## config.mk

```make
export PLATFORM = sky130hd
export DESIGN_NAME = paddle_ctrl
export DESIGN_NICKNAME = d
export VERILOG_FILES = /design/src/rtl/paddle_ctrl.sv
export SDC_FILE = /design/constraint.sdc
export NUM_CORES = 1
export LEC_CHECK = 0
export CAP_MARGIN = 10
export CORE_ASPECT_RATIO = 0.75
export CORE_UTILIZATION = 25
export CTS_BUF_LIST = sky130_fd_sc_hd__clkbuf_16
export CTS_CLUSTER_SIZE = 10
export DETAILED_ROUTE_END_ITERATION = 10
export GPL_TIMING_DRIVEN = 1
export SYNTH_ARGS = -nofsm -noshare
export SYNTH_HDL_FRONTEND = slang
export SYNTH_SLANG_ARGS = --single-unit
```

## constraint.sdc

```tcl
create_clock -name clk -period 4.4 [get_ports clk]
set_clock_uncertainty 0.05 [all_clocks]
set_input_delay 0.88 -clock clk [delete_from_list [all_inputs] [get_ports clk]]
set_output_delay 0.88 -clock clk [all_outputs]
set_load 0.01 [all_outputs]
```

## src/rtl/paddle_ctrl.sv

```systemverilog
// paddle_ctrl: button-driven vertical paddle with synchronizers, debouncers, per-frame motion and pixel colouring
module paddle_ctrl #(
  parameter int          PADDLE_X  = 32,
  parameter int          PADDLE_W  = 10,
  parameter int          PADDLE_H  = 72,
  parameter int          STEP      = 4,
  parameter int          SCREEN_H  = 480,
  parameter int          DB_CYCLES = 250000,
  parameter logic [11:0] COLOR     = 12'hFFF
) (
  input  logic       clk,
  input  logic       rst,
  input  logic       video_on,
  input  logic       p_tick,
  input  logic [9:0] pixel_x,
  input  logic [9:0] pixel_y,
  input  logic       btn_up,
  input  logic       btn_down,
  output logic [9:0] paddle_x,
  output logic [9:0] paddle_y,
  output logic [9:0] paddle_height,
  output logic       paddle_on,
  output logic [3:0] r,
  output logic [3:0] g,
  output logic [3:0] b
);
  localparam int Y_MAX = SCREEN_H - PADDLE_H;
  localparam int Y_RST = Y_MAX / 2;
  localparam int CW    = $clog2(DB_CYCLES + 1);

  logic [1:0]    r_up_s, r_dn_s;
  logic [1:0]    w_sync;
  logic [1:0]    r_db;
  logic          r_frame_tick;
  logic [9:0]    r_y;
  logic [10:0]   w_sub, w_add;
  logic [9:0]    w_up_y, w_dn_y, w_next_y;
  logic          w_on;
  logic [11:0]   w_rgb;

  // two-flop synchronizers for the raw buttons
  always_ff @(posedge clk or posedge rst)
    if (rst) begin
      r_up_s <= '0;
      r_dn_s <= '0;
    end else begin
      r_up_s <= {r_up_s[0], btn_up};
      r_dn_s <= {r_dn_s[0], btn_down};
    end

  assign w_sync = {r_dn_s[1], r_up_s[1]};

  for (genvar i = 0; i < 2; i++) begin : g_db
    logic [CW-1:0] r_cnt;
    // flip the debounced state after DB_CYCLES consecutive mismatching cycles
    always_ff @(posedge clk or posedge rst)
      if (rst) begin
        r_cnt   <= '0;
        r_db[i] <= 1'b0;
      end else if (w_sync[i] == r_db[i]) begin
        r_cnt   <= '0;
      end else if (r_cnt == CW'(DB_CYCLES - 1)) begin
        r_cnt   <= '0;
        r_db[i] <= ~r_db[i];
      end else begin
        r_cnt   <= r_cnt + 1'b1;
      end
  end

  // one pulse per frame, at the first pixel of the first blanking line
  always_ff @(posedge clk or posedge rst)
    if (rst) r_frame_tick <= 1'b0;
    else     r_frame_tick <= p_tick && pixel_x == 10'd0 && pixel_y == 10'(SCREEN_H);

  // clamped candidate positions, computed one bit wider to catch under/overflow
  always_comb begin
    w_sub    = {1'b0, r_y} - 11'(STEP);
    w_add    = {1'b0, r_y} + 11'(STEP);
    w_up_y   = w_sub[10] ? 10'd0 : w_sub[9:0];
    w_dn_y   = (w_add > 11'(Y_MAX)) ? 10'(Y_MAX) : w_add[9:0];
    w_next_y = (r_db == 2'b01) ? w_up_y : (r_db == 2'b10) ? w_dn_y : r_y;
  end

  // paddle position moves only on the cycle after the frame tick
  always_ff @(posedge clk or posedge rst)
    if (rst)               r_y <= 10'(Y_RST);
    else if (r_frame_tick) r_y <= w_next_y;

  // pixel hit test and colour selection
  always_comb begin
    w_on  = pixel_x >= 10'(PADDLE_X) && {1'b0, pixel_x} < 11'(PADDLE_X + PADDLE_W) &&
            pixel_y >= r_y && {1'b0, pixel_y} < {1'b0, r_y} + 11'(PADDLE_H);
    w_rgb = (video_on && w_on) ? COLOR : 12'h000;
  end

  assign paddle_x      = 10'(PADDLE_X);
  assign paddle_y      = r_y;
  assign paddle_height = 10'(PADDLE_H);
  assign paddle_on     = w_on;
  assign r             = w_rgb[11:8];
  assign g             = w_rgb[7:4];
  assign b             = w_rgb[3:0];
endmodule

```

Yosys cells after proc, flatten, opt, wreduce, memory -nomap -nowiden
Index checks and enable logic that the tools add are counted.
Widths: inputs -> output; s select.
{"block": "word_totals", "word_cells": 49, "ff_bits": 53, "output_inout_bits": 43, "in_bits": 26}
{"block": "op_classes", "muxes": 9, "bitwise": 4, "addsub": 5, "eq_ne": 7, "reduce_logical": 11, "n_lt_le_gt_ge": 5}
{"operator": "$mux 18", "n": 4}
{"operator": "$mux 10", "n": 4}
{"operator": "$add 18x1->18 const B", "n": 2}
{"operator": "$eq 18x18->1 const B", "n": 2}
{"operator": "$mux 12", "n": 1}
{"operator": "$add 10x3->11 const B", "n": 1}
{"operator": "$add 10x7->11 const B", "n": 1}
{"operator": "$gt 11x9->1 const B", "n": 1}
{"operator": "$lt 10x11->1", "n": 1}
{"operator": "$sub 10x3->11 const B", "n": 1}
{"operator": "$eq 10x9->1 const B", "n": 1}
{"operator": "$ge 10x10->1", "n": 1}
{"operator": "$ge 10x6->1 const B", "n": 1}
{"operator": "$logic_not 10->1", "n": 1}
{"operator": "$lt 10x6->1 const B", "n": 1}
{"operator": "$logic_and 1x1->1", "n": 6}
{"operator": "$reduce_and 2->1", "n": 3}
{"operator": "$not 1->1", "n": 4}
{"operator": "$eq 1x1->1", "n": 2}
{"operator": "$eq 2x1->1 const B", "n": 1}
{"operator": "$eq 2x2->1 const B", "n": 1}
{"operator": "$reduce_bool 2->1", "n": 1}

Logic depth before layout (Yosys ltp)
Gate-level depths: netlist of the first run.
{"block": "logic_depth", "ltp_word": 6, "mapped_depth": 13, "mapped_depth_nobuf": 11}

Worst setup path before layout of the first run
No wires, ideal clock.
{"block": "synth_path", "path_type": "register to output", "start": "register r_y[3] (netlist: paddle_y[3])", "end": "output b[1]", "path_stages_with_launch": 13, "path_slack_ps": 462, "arrival_ps": 3008, "path_buffers": 2, "required_ps": 3470, "cell_sequence": "dfstp_2 -> ha_1 -> buf_2 -> a21oi_1 -> nor2_1 -> xnor2_1 -> ha_1 -> a21oi_1 -> a31oi_1 -> or4_1 -> a221oi_2 -> and2_1 -> buf_4"}
{"block": "synth_via", "elab_chain_cells": 5, "word_cells_on_any_way": 7, "classes_between": "add/sub: 1; order compare: 2; mux: 1; reduce/logical: 3"}
{"element": "start: declaration", "line": "35", "source": "logic [9:0] r_y;"}
{"element": "start signal: assignment", "line": "86", "source": "if (rst) r_y <= 10'(Y_RST);"}
{"element": "start signal: assignment", "line": "87", "source": "else if (r_frame_tick) r_y <= w_next_y;"}
{"element": "$add 10x7->11 / $ge 10x10->1 (equally long branches)", "line": "92", "source": "pixel_y >= r_y && {1'b0, pixel_y} < {1'b0, r_y} + 11'(PADDLE_H);"}
{"element": "$lt 10x11->1 / $logic_and 1x1->1 (equally long branches)", "line": "92, 91"}
{"element": "$logic_and 1x1->1 *", "line": "92"}
{"element": "named net paddle_on", "line": "22", "source": "output logic paddle_on,"}
{"element": "$logic_and 1x1->1 *", "line": "93", "source": "w_rgb = (video_on && w_on) ? COLOR : 12'h000;"}
{"element": "$mux 12 *", "line": "93"}
{"element": "end: declaration", "line": "25", "source": "output logic [3:0] b"}
Mark *: on every way through the listed nets, which the timed path passes. The rest lies on a longest branch.

Final worst setup path of the first run
{"block": "layout_path", "start": "input pixel_y[8]", "end": "output r[1]"}
{"block": "layout_via", "elab_chain_cells": 5, "word_cells_on_any_way": 6, "classes_between": "order compare: 2; mux: 1; reduce/logical: 3"}
{"element": "start: declaration", "line": "16", "source": "input logic [9:0] pixel_y,"}
{"element": "$ge 10x10->1", "line": "92"}
{"element": "$logic_and 1x1->1", "line": "91", "source": "w_on = pixel_x >= 10'(PADDLE_X) && {1'b0, pixel_x} < 11'(PADDLE_X + PADDLE_W) &&"}
{"element": "$logic_and 1x1->1 *", "line": "92"}
{"element": "$logic_and 1x1->1 *", "line": "93"}
{"element": "$mux 12 *", "line": "93"}
{"element": "end: declaration", "line": "23", "source": "output logic [3:0] r,"}
Mark *: on every way between the ends. The rest lies on a longest branch, timed or not.

==> results of run 1 <==
==> metal layers <==
| metal | GRT usage (%) | wire (um) |
|---|---|---|
| met2 | 17.7 | 3630 |
| met3 | 2.11 | 225 |
| met1 | 14.7 | 3620 |
| met5 | 0 | 0 |
| met4 | 2.43 | 68 |
==> state kept, by name, summed over array words and instances (netlist names) <==
signal        cells
g_db.r_cnt       36
r_dn_s            2
r_frame_tick      1
r_up_s            2
paddle_y          8
r_db              2
==> cell usage after synthesis, types with 3 or more instances <==
cell,instances,area share [%]
nor2_1,53,5.6
dfrtp_1,47,33
buf_4,33,7.0
ha_1,24,8.5
nand2_1,24,2.5
xnor2_1,22,5.4
nand3_1,21,3.0
xor2_1,21,5.2
a21oi_1,16,2.3
inv_1,16,1.7
buf_2,10,1.4
o21ai_0,8,1.1
nand4_1,7,1.2
nor3_1,7,0.99
and4_1,6,1.5
nor4_1,6,1.1
nor4b_1,5,1.2
or3_1,5,0.88
a21o_1,4,0.85
a31oi_1,4,0.70
and2_1,4,0.70
and3_1,4,0.70
clkbuf_1,4,0.42
dfstp_2,4,3.0
a211oi_1,3,0.63
o21a_1,3,0.63
or4_1,3,0.63
==> per-stage QoR <==
| stage | setup TNS [ns] | hold WS [ns] | cells | area, um^2 | total power, mW |
|---|---|---|---|---|---|
| global placement | -0.305 | 0.287 | 602 | 4060 | 0.564 |
| finish | 0 | 0.301 | 612 | 4280 | 1.04 |
| detailed placement | -1.61 | 0.286 | 602 | 4060 | 0.567 |
| CTS | 0 | 0.302 | 611 | 4240 | 1.05 |
| floorplan | 0 | 0.281 | 418 | 3620 | 0.545 |
| global route | 0 | 0.314 | 612 | 4280 | 1.08 |
==> power by group <==
part	internal (mW)	leakage [nW]	switching, mW	total, mW
logic	0.0353	1.06	0.0414	0.0767
clock network	0.324	0.0952	0.160	0.483
registers	0.475	0.684	0.00522	0.480
==> area by class of cell <==
| class | count | area (um^2) |
|---|---|---|
| Clock buffer | 5 | 125 |
| Clock inverter | 3 | 63.8 |
| Inverter | 16 | 60.1 |
| Sequential cell | 51 | 1280 |
| Timing Repair Buffer | 59 | 543 |
| Tap cell | 175 | 219 |
| Multi-Input combinational cell | 303 | 1980 |
| Fill cell | 1410 | 9520 |
==> worst max-delay path, cell delays in order <==
cell and delay (ns):
clkdlybuf4s50_1 0.43, ha_1 0.32, a21o_1 0.15, a21oi_1 0.15, a31oi_1 0.07, or4_4 0.49, a221oi_2 0.24, and2_4 0.20
buf_4 0.13, dlygate4sd2_1 0.27
==> what timing repair did <==
action / in CTS / in global routing
gates resized for setup: 14 / 7
pin swaps: 0 / 1
endpoints found under the setup margin: 12 / 12
buffers inserted: 1 / 1
==> cells by family (layout without fill, tap and decap cells) <==
group,Yosys count,in the layout
XOR/XNOR,43,43
adder cells (fa/ha/maj),25,25
multiplexers,3,3
AO/OA/AOI/OAI,53,53
other,2,22
flip-flops,51,51
buffers and inverters,64,83
AND/OR/NAND/NOR,157,157
==> final timing paths <==
kind	to	cells past startpoint
max	r[1]	10
min	r_up_s[1]	0
max reg2reg	paddle_y[8]	8
min reg2reg	r_up_s[1]	0
max in group asynchronous	paddle_y[5]	2
min in group asynchronous	g_db[1].r_cnt[4]	2
==> reports/results.tsv, run 1 <==
metric	value	unit
synth_cell_types	51	
synthMuxAreaShare	0.881	%
clkLatencyLatePin	0.28	ns
routed_wl	7550	um
cp.arrival	3.32	ns
drive_above_1_share	8.47	%
synth_warnings	0	
hp-start	r_up_s[0]	
grt_pass1_wl	13100	um
synth_flop_cell	dfrtp_1	
firstDrtPassIters	4	
nNetsFinal	486	
synth-compound-area-share	9.90	%
min_period	4.25	ns
synth_xor_area_share	10.6	%
avgSynthCellArea	8.92	um^2
worstMarginPinSlew	1.03	ns
diodes	0	
drtIter0Drc	179	
drc	0	
slew_headroom	31.4	%
antenna_found_initial	0	
endpoint_kind	output port	
grt_usage	10.8	%
pre_cts_slack	-0.151	ns
rsz0062_at_grt	false	
die-area	0.0147	mm^2
utilization	31.0	%
place_congestion	0.797	
die_height	105	um
avgRoutedWirePerCell	12.3	um
rr_startpoint	paddle_y[2]	
area_growth	20.5	%
finalSetupViolCount	0	
clk_pin_slew	0.06	ns
required	3.47	ns
synth_top_family_by_area	simple AND/OR/NAND/NOR gates	
ant_nets	0	
yosys.area_share.simple	22.7	%
rows	37	
crit_fanout	7	
cts-buffers-inserted	5	
leakage	1.84	nW
cts_root_buf	clkbuf_16	
path_class	input pin to output port	
io_buffer_count	46	
fin_ws	0.145	ns
core	0.0138	mm^2
async_flop_share	100	%
ys_seq_area_share	36.1	%
startpoint_type	input pin	
layout_commonest_cell	nor2_1	
power_density	243	mW/mm^2
max_cap_violations	0	
start_util	25.7	%
grt_overflow	0	
first_global_vias	2661	
slew_viol_final	0	
final_cell_mix	53 x nor2_1, 47 x dfrtp_1, 33 x clkdlybuf4s50_1	
place_hpwl	5830	um
syn_area	0.00355	mm^2
ir_worst_vdd	0.145	mV
hold_viol	0	
synthAdderAreaFrac	8.74	%
syn_inst	398	
viasPerCell	4.62	
synth_edf_count	0	
die_w	140	um
htreeDepth	2	
cts_tree	done	
vias	2825	
ios	69	
hold_path_class	flip-flop to flip-flop	
cts_buffer_depth	2	
ys_seq_elements	51	
grt_max_degree	52	
postCtsHoldBufs	0	
period_share	96.7	%
r2r_slack	1.72	ns
outcome	finished clean	
cp-startpoint	pixel_y[8]	
clock.fmax	0.235	GHz
clock_sinks	51	
Power figures use the tool's default switching activity.
==> inputs of run 2 (changes only) <==
- PLACE_DENSITY_LB_ADDON: not set -> 0.05
==> run 2 against run 1 <==
Against the previous run:
- global-route usage is 1.3 points higher
- combinational power increased by 2%
- via count shrank 3.2%
- cell count rose by 0.98%
- clock power decreased by 9.5%
- count of clock-buffer cells in the layout unchanged
- utilization grew 0.15 points
- die area unchanged
- design area increased by 0.47%
==> reports/results.tsv, run 2 (synthesis gave the netlist of run 1 again) <==
metric	value	unit
path_class	input pin to output port	
place_hpwl	6520	um
leakage	1.84	nW
die_w	140	um
clock.fmax	0.233	GHz
final_cell_mix	53 x nor2_1, 47 x dfrtp_1, 33 x clkdlybuf4s50_1	
stdcell_count	618	
outcome	finished clean	
hold_viol	0	
whs_path_depth	0	
multiInputGateArea	0.00198	mm^2
reg2regPathDepth	9	
placed_area	0.00411	mm^2
area_growth	21.0	%
hold_end	r_up_s[1]	
ios	69	
clock_sinks	51	
slew_viol_final	0	
place_congestion	0.760	
diodes	0	
crit_fanout	12	
viasPerCell	4.42	
endpoint_kind	output port	
rows	37	
hp-start	r_up_s[0]	
drtIter0Drc	101	
worstMarginPinSlew	0.768	ns
die_height	105	um
cts_buffer_depth	2	
max_cap_violations	0	
ir_worst_vdd	0.197	mV
cts_root_buf	clkbuf_16	
clkLatencyLatePin	0.29	ns
rr_startpoint	paddle_y[3]	
grt_usage	12.2	%
period_share	97.5	%
htreeDepth	2	
cts-buffers-inserted	5	
largest_register_ffs	36	
cts_tree	done	
grt_max_degree	37	
nNetsFinal	492	
vias	2734	
layout_commonest_cell	nor2_1	
stdcell_area	0.00430	mm^2
clk_pin_slew	0.07	ns
final.fill_count	1452	
min_period	4.29	ns
rsz0062_at_grt	true	
avgRoutedWirePerCell	13.7	um
ant_nets	0	
routed_wl	8450	um
drc	0	
fin_ws	0.110	ns
dp.cells	606	
utilization	31.1	%
seq_area	0.00128	mm^2
top_register	g_db.r_cnt	
drive_above_1_share	9.71	%
postCtsHoldBufs	0	
holdWs	0.305	ns
pre_cts_slack	-0.151	ns
first_global_vias	2632	
slew_headroom	48.7	%
antenna_found_initial	0	
required	3.47	ns
firstDrtPassIters	4	
cp.arrival	3.36	ns
rr_endpoint	paddle_y[5]	
start_util	25.7	%
finalSetupViolCount	0	
startpoint_type	input pin	
power_density	232	mW/mm^2
r2r_slack	1.72	ns
die-area	0.0147	mm^2
grt_overflow	0	
hold_path_class	flip-flop to flip-flop	
grt_pass1_wl	14200	um
io_buffer_count	46	
core	0.0138	mm^2
==> run 2: worst max path at each step <==
| stage | startpoint | to | slack (ns) |
|---|---|---|---|
| 2_1_floorplan | paddle_y[3] | b[1] | 0.46 |
| 3_3_place_gp | pixel_y[8] | r[0] | -0.11 |
| 3_5_place_dp | pixel_y[8] | g[3] | -0.15 |
| 4_1_cts | pixel_y[8] | paddle_on | 0.04 |
| 5_1_grt | paddle_y[3] | g[0] | -0.02 |
| 6_report | pixel_y[8] | r[2] | 0.11 |
==> run 2: final cells by class <==
| type | instances | area share [%] |
|---|---|---|
| Tap cell | 175 | 5.10 |
| Clock inverter | 3 | 0.903 |
| Timing Repair Buffer | 65 | 13.8 |
| Clock buffer | 5 | 2.91 |
| Inverter | 16 | 1.40 |
| Sequential cell | 51 | 29.8 |
| Multi-Input combinational cell | 303 | 46.1 |
==> run 2: power by group <==
| part | leakage (nW) | internal, mW | switching, mW | total (mW) |
|---|---|---|---|---|
| sequential | 0.684 | 0.475 | 0.00526 | 0.480 |
| combinational | 1.08 | 0.0362 | 0.0417 | 0.0780 |
| clock | 0.0812 | 0.266 | 0.171 | 0.437 |
| total | 1.84 | 0.777 | 0.218 | 0.995 |
==> run 2: critical path: stages <==
cell,delay [ns]
clkdlybuf4s50_1,0.43
ha_1,0.32
a21o_1,0.16
a21oi_1,0.13
a31oi_1,0.05
or4_1,0.49
a221oi_2,0.22
buf_4,0.16
and2_4,0.14
buf_12,0.11
dlygate4sd2_1,0.27
==> run 2: per-layer routing <==
layer | vias up | global-route usage, % | routed length, um
li1 | 1406 | - | -
met1 | 1288 | 19.5 | 4920
met2 | 38 | 16.3 | 3300
met3 | 2 | 2.61 | 197
met4 | 0 | 1.88 | 26
met5 | - | 0 | 0
==> run 2: through the flow <==
step                      total power [mW]  TNS, ns
final                                0.995        0
after global routing                  1.04   -0.156
after CTS                             1.02        0
after detailed placement             0.569    -1.67
after global placement               0.569    -1.22
after floorplan                      0.545        0
==> run 2: what timing repair did <==
item / CTS / global route
setup endpoints to repair: 12 / 12
resized for setup: 15 / 8
setup buffers: 3 / 1
pin swaps: 1 / 0
==> inputs of run 3 (changes only) <==
- CTS_BUF_LIST: sky130_fd_sc_hd__clkbuf_16 -> sky130_fd_sc_hd__clkbuf_2 sky130_fd_sc_hd__clkbuf_4 sky130_fd_sc_hd__clkbuf_8
- CTS_CLUSTER_DIAMETER: not set -> 200
- RECOVER_POWER: not set -> 100
==> run 3 against run 2 <==
Against the previous run:
- critical path type unchanged
- fmax about the same
- design area about the same
- via count increased by 1.3%
- first-iteration DRC count decreased by 4.0%
- count of clock-buffer cells in the layout increased by 1
- combinational power decreased by 1%
- largest cell class unchanged
==> reports/results.tsv, run 3 (synthesis gave the netlist of run 1 again) <==
metric	value	unit
firstDrtPassIters	4	
rr_endpoint	paddle_y[5]	
dp.cells	606	
leakage	1.86	nW
die_height	105	um
place_congestion	0.760	
critPathCapture	r[2]	
largest_register_ffs	36	
hold_path_class	flip-flop to flip-flop	
rr_startpoint	paddle_y[2]	
postCtsHoldBufs	0	
routed_wl	8510	um
multiInputGateArea	0.00198	mm^2
diodes	0	
cp.arrival	3.36	ns
path_class	input pin to output port	
htreeDepth	2	
viasPerCell	4.44	
final.fill_count	1459	
cts_tree	done	
grt_usage	12.3	%
ir_worst_vdd	0.109	mV
fin_setup_tns	0	ns
placed_area	0.00411	mm^2
slew_headroom	7.39	%
total_power	0.903	mW
clkLatencyLatePin	0.31	ns
core	0.0138	mm^2
power_density	210	mW/mm^2
clock_sinks	51	
r2r_slack	1.03	ns
avgRoutedWirePerCell	13.6	um
nNetsFinal	498	
clk_pin_slew	0.09	ns
grt_overflow	0	
drtIter0Drc	97	
hp-start	r_up_s[0]	
area_growth	21.1	%
grt_max_degree	37	
slew_viol_final	0	
vias	2770	
max_cap_violations	0	
ios	69	
startpoint_type	input pin	
cts_buffer_depth	2	
reg2regPathDepth	8	
rows	37	
stdcell_area	0.00430	mm^2
die_w	140	um
finalSetupViolCount	0	
holdWs	0.311	ns
die-area	0.0147	mm^2
place_hpwl	6520	um
io_buffer_count	46	
worstMarginPinSlew	1.39	ns
start_util	25.7	%
first_global_vias	2656	
cp-startpoint	pixel_y[8]	
final_cell_mix	53 x nor2_1, 46 x dfrtp_1, 28 x clkdlybuf4s50_1	
stdcell_count	624	
min_period	4.29	ns
cts-buffers-inserted	5	
top_register	g_db.r_cnt	
required	3.47	ns
period_share	97.5	%
layout_commonest_cell	nor2_1	
drive_above_1_share	10.2	%
outcome	finished clean	
crit_fanout	12	
ant_nets	0	
clock.fmax	0.233	GHz
grt_pass1_wl	14300	um
antenna_found_initial	0	
hold_viol	0	
cts_root_buf	clkbuf_8	
drc	0	
endpoint_kind	output port	
seq_area	0.00128	mm^2
[run 3: cell type report]
cell class / instances / share of cell area (%)
Multi-Input combinational cell: 303 / 46.1
Clock buffer: 6 / 1.92
Inverter: 16 / 1.40
Timing Repair Buffer: 71 / 14.8
Sequential cell: 51 / 29.8
Tap cell: 175 / 5.09
Clock inverter: 2 / 0.815
[run 3: critical path: stages]
cell             delay [ns]
clkdlybuf4s50_1        0.43
ha_1                   0.32
a21o_1                 0.17
a21oi_2                0.12
a31oi_1                0.05
or4_1                  0.49
a221oi_2               0.22
buf_4                  0.16
and2_4                 0.14
buf_12                 0.11
dlygate4sd2_1          0.27
[run 3: how the worst min path moves through the flow]
stage                     slack, ns        end  depth (start not counted)
after floorplan                0.28  r_dn_s[1]                          0
after global placement         0.28  r_up_s[1]                          0
after detailed placement       0.29  r_up_s[1]                          0
after CTS                      0.32  r_up_s[1]                          0
after global routing           0.32  r_dn_s[1]                          0
final                          0.31  r_up_s[1]                          0
[run 3: repair_timing]
item,4_1_cts,5_1_grt
gates resized for setup,16,12
pin swaps,1,0
setup buffers,9,1
setup endpoints to repair,12,13
[run 3: stage by stage]
step / utilization [%] / worst slack [ns]
3_5_place_dp: 29.8 / -0.151
5_1_grt: 31.2 / -0.0206
3_3_place_gp: 29.8 / -0.111
2_1_floorplan: - / 0.462
4_1_cts: 31.1 / 0.0403
6_report: 31.2 / 0.108
[run 3: layer usage]
layer,track usage (%),up-vias,part of all wire (%)
met4,2.67,0,0.96
met1,19.6,1293,57
li1,-,1418,-
met2,16.3,50,39
met3,2.61,9,3.0
met5,0,-,0
[run 3: where the power goes]
part	internal, mW	switching (mW)	leakage, nW
registers	0.475	0.00526	0.682
logic	0.0354	0.0418	1.12
clock network	0.184	0.162	0.0612
total	0.695	0.209	1.86
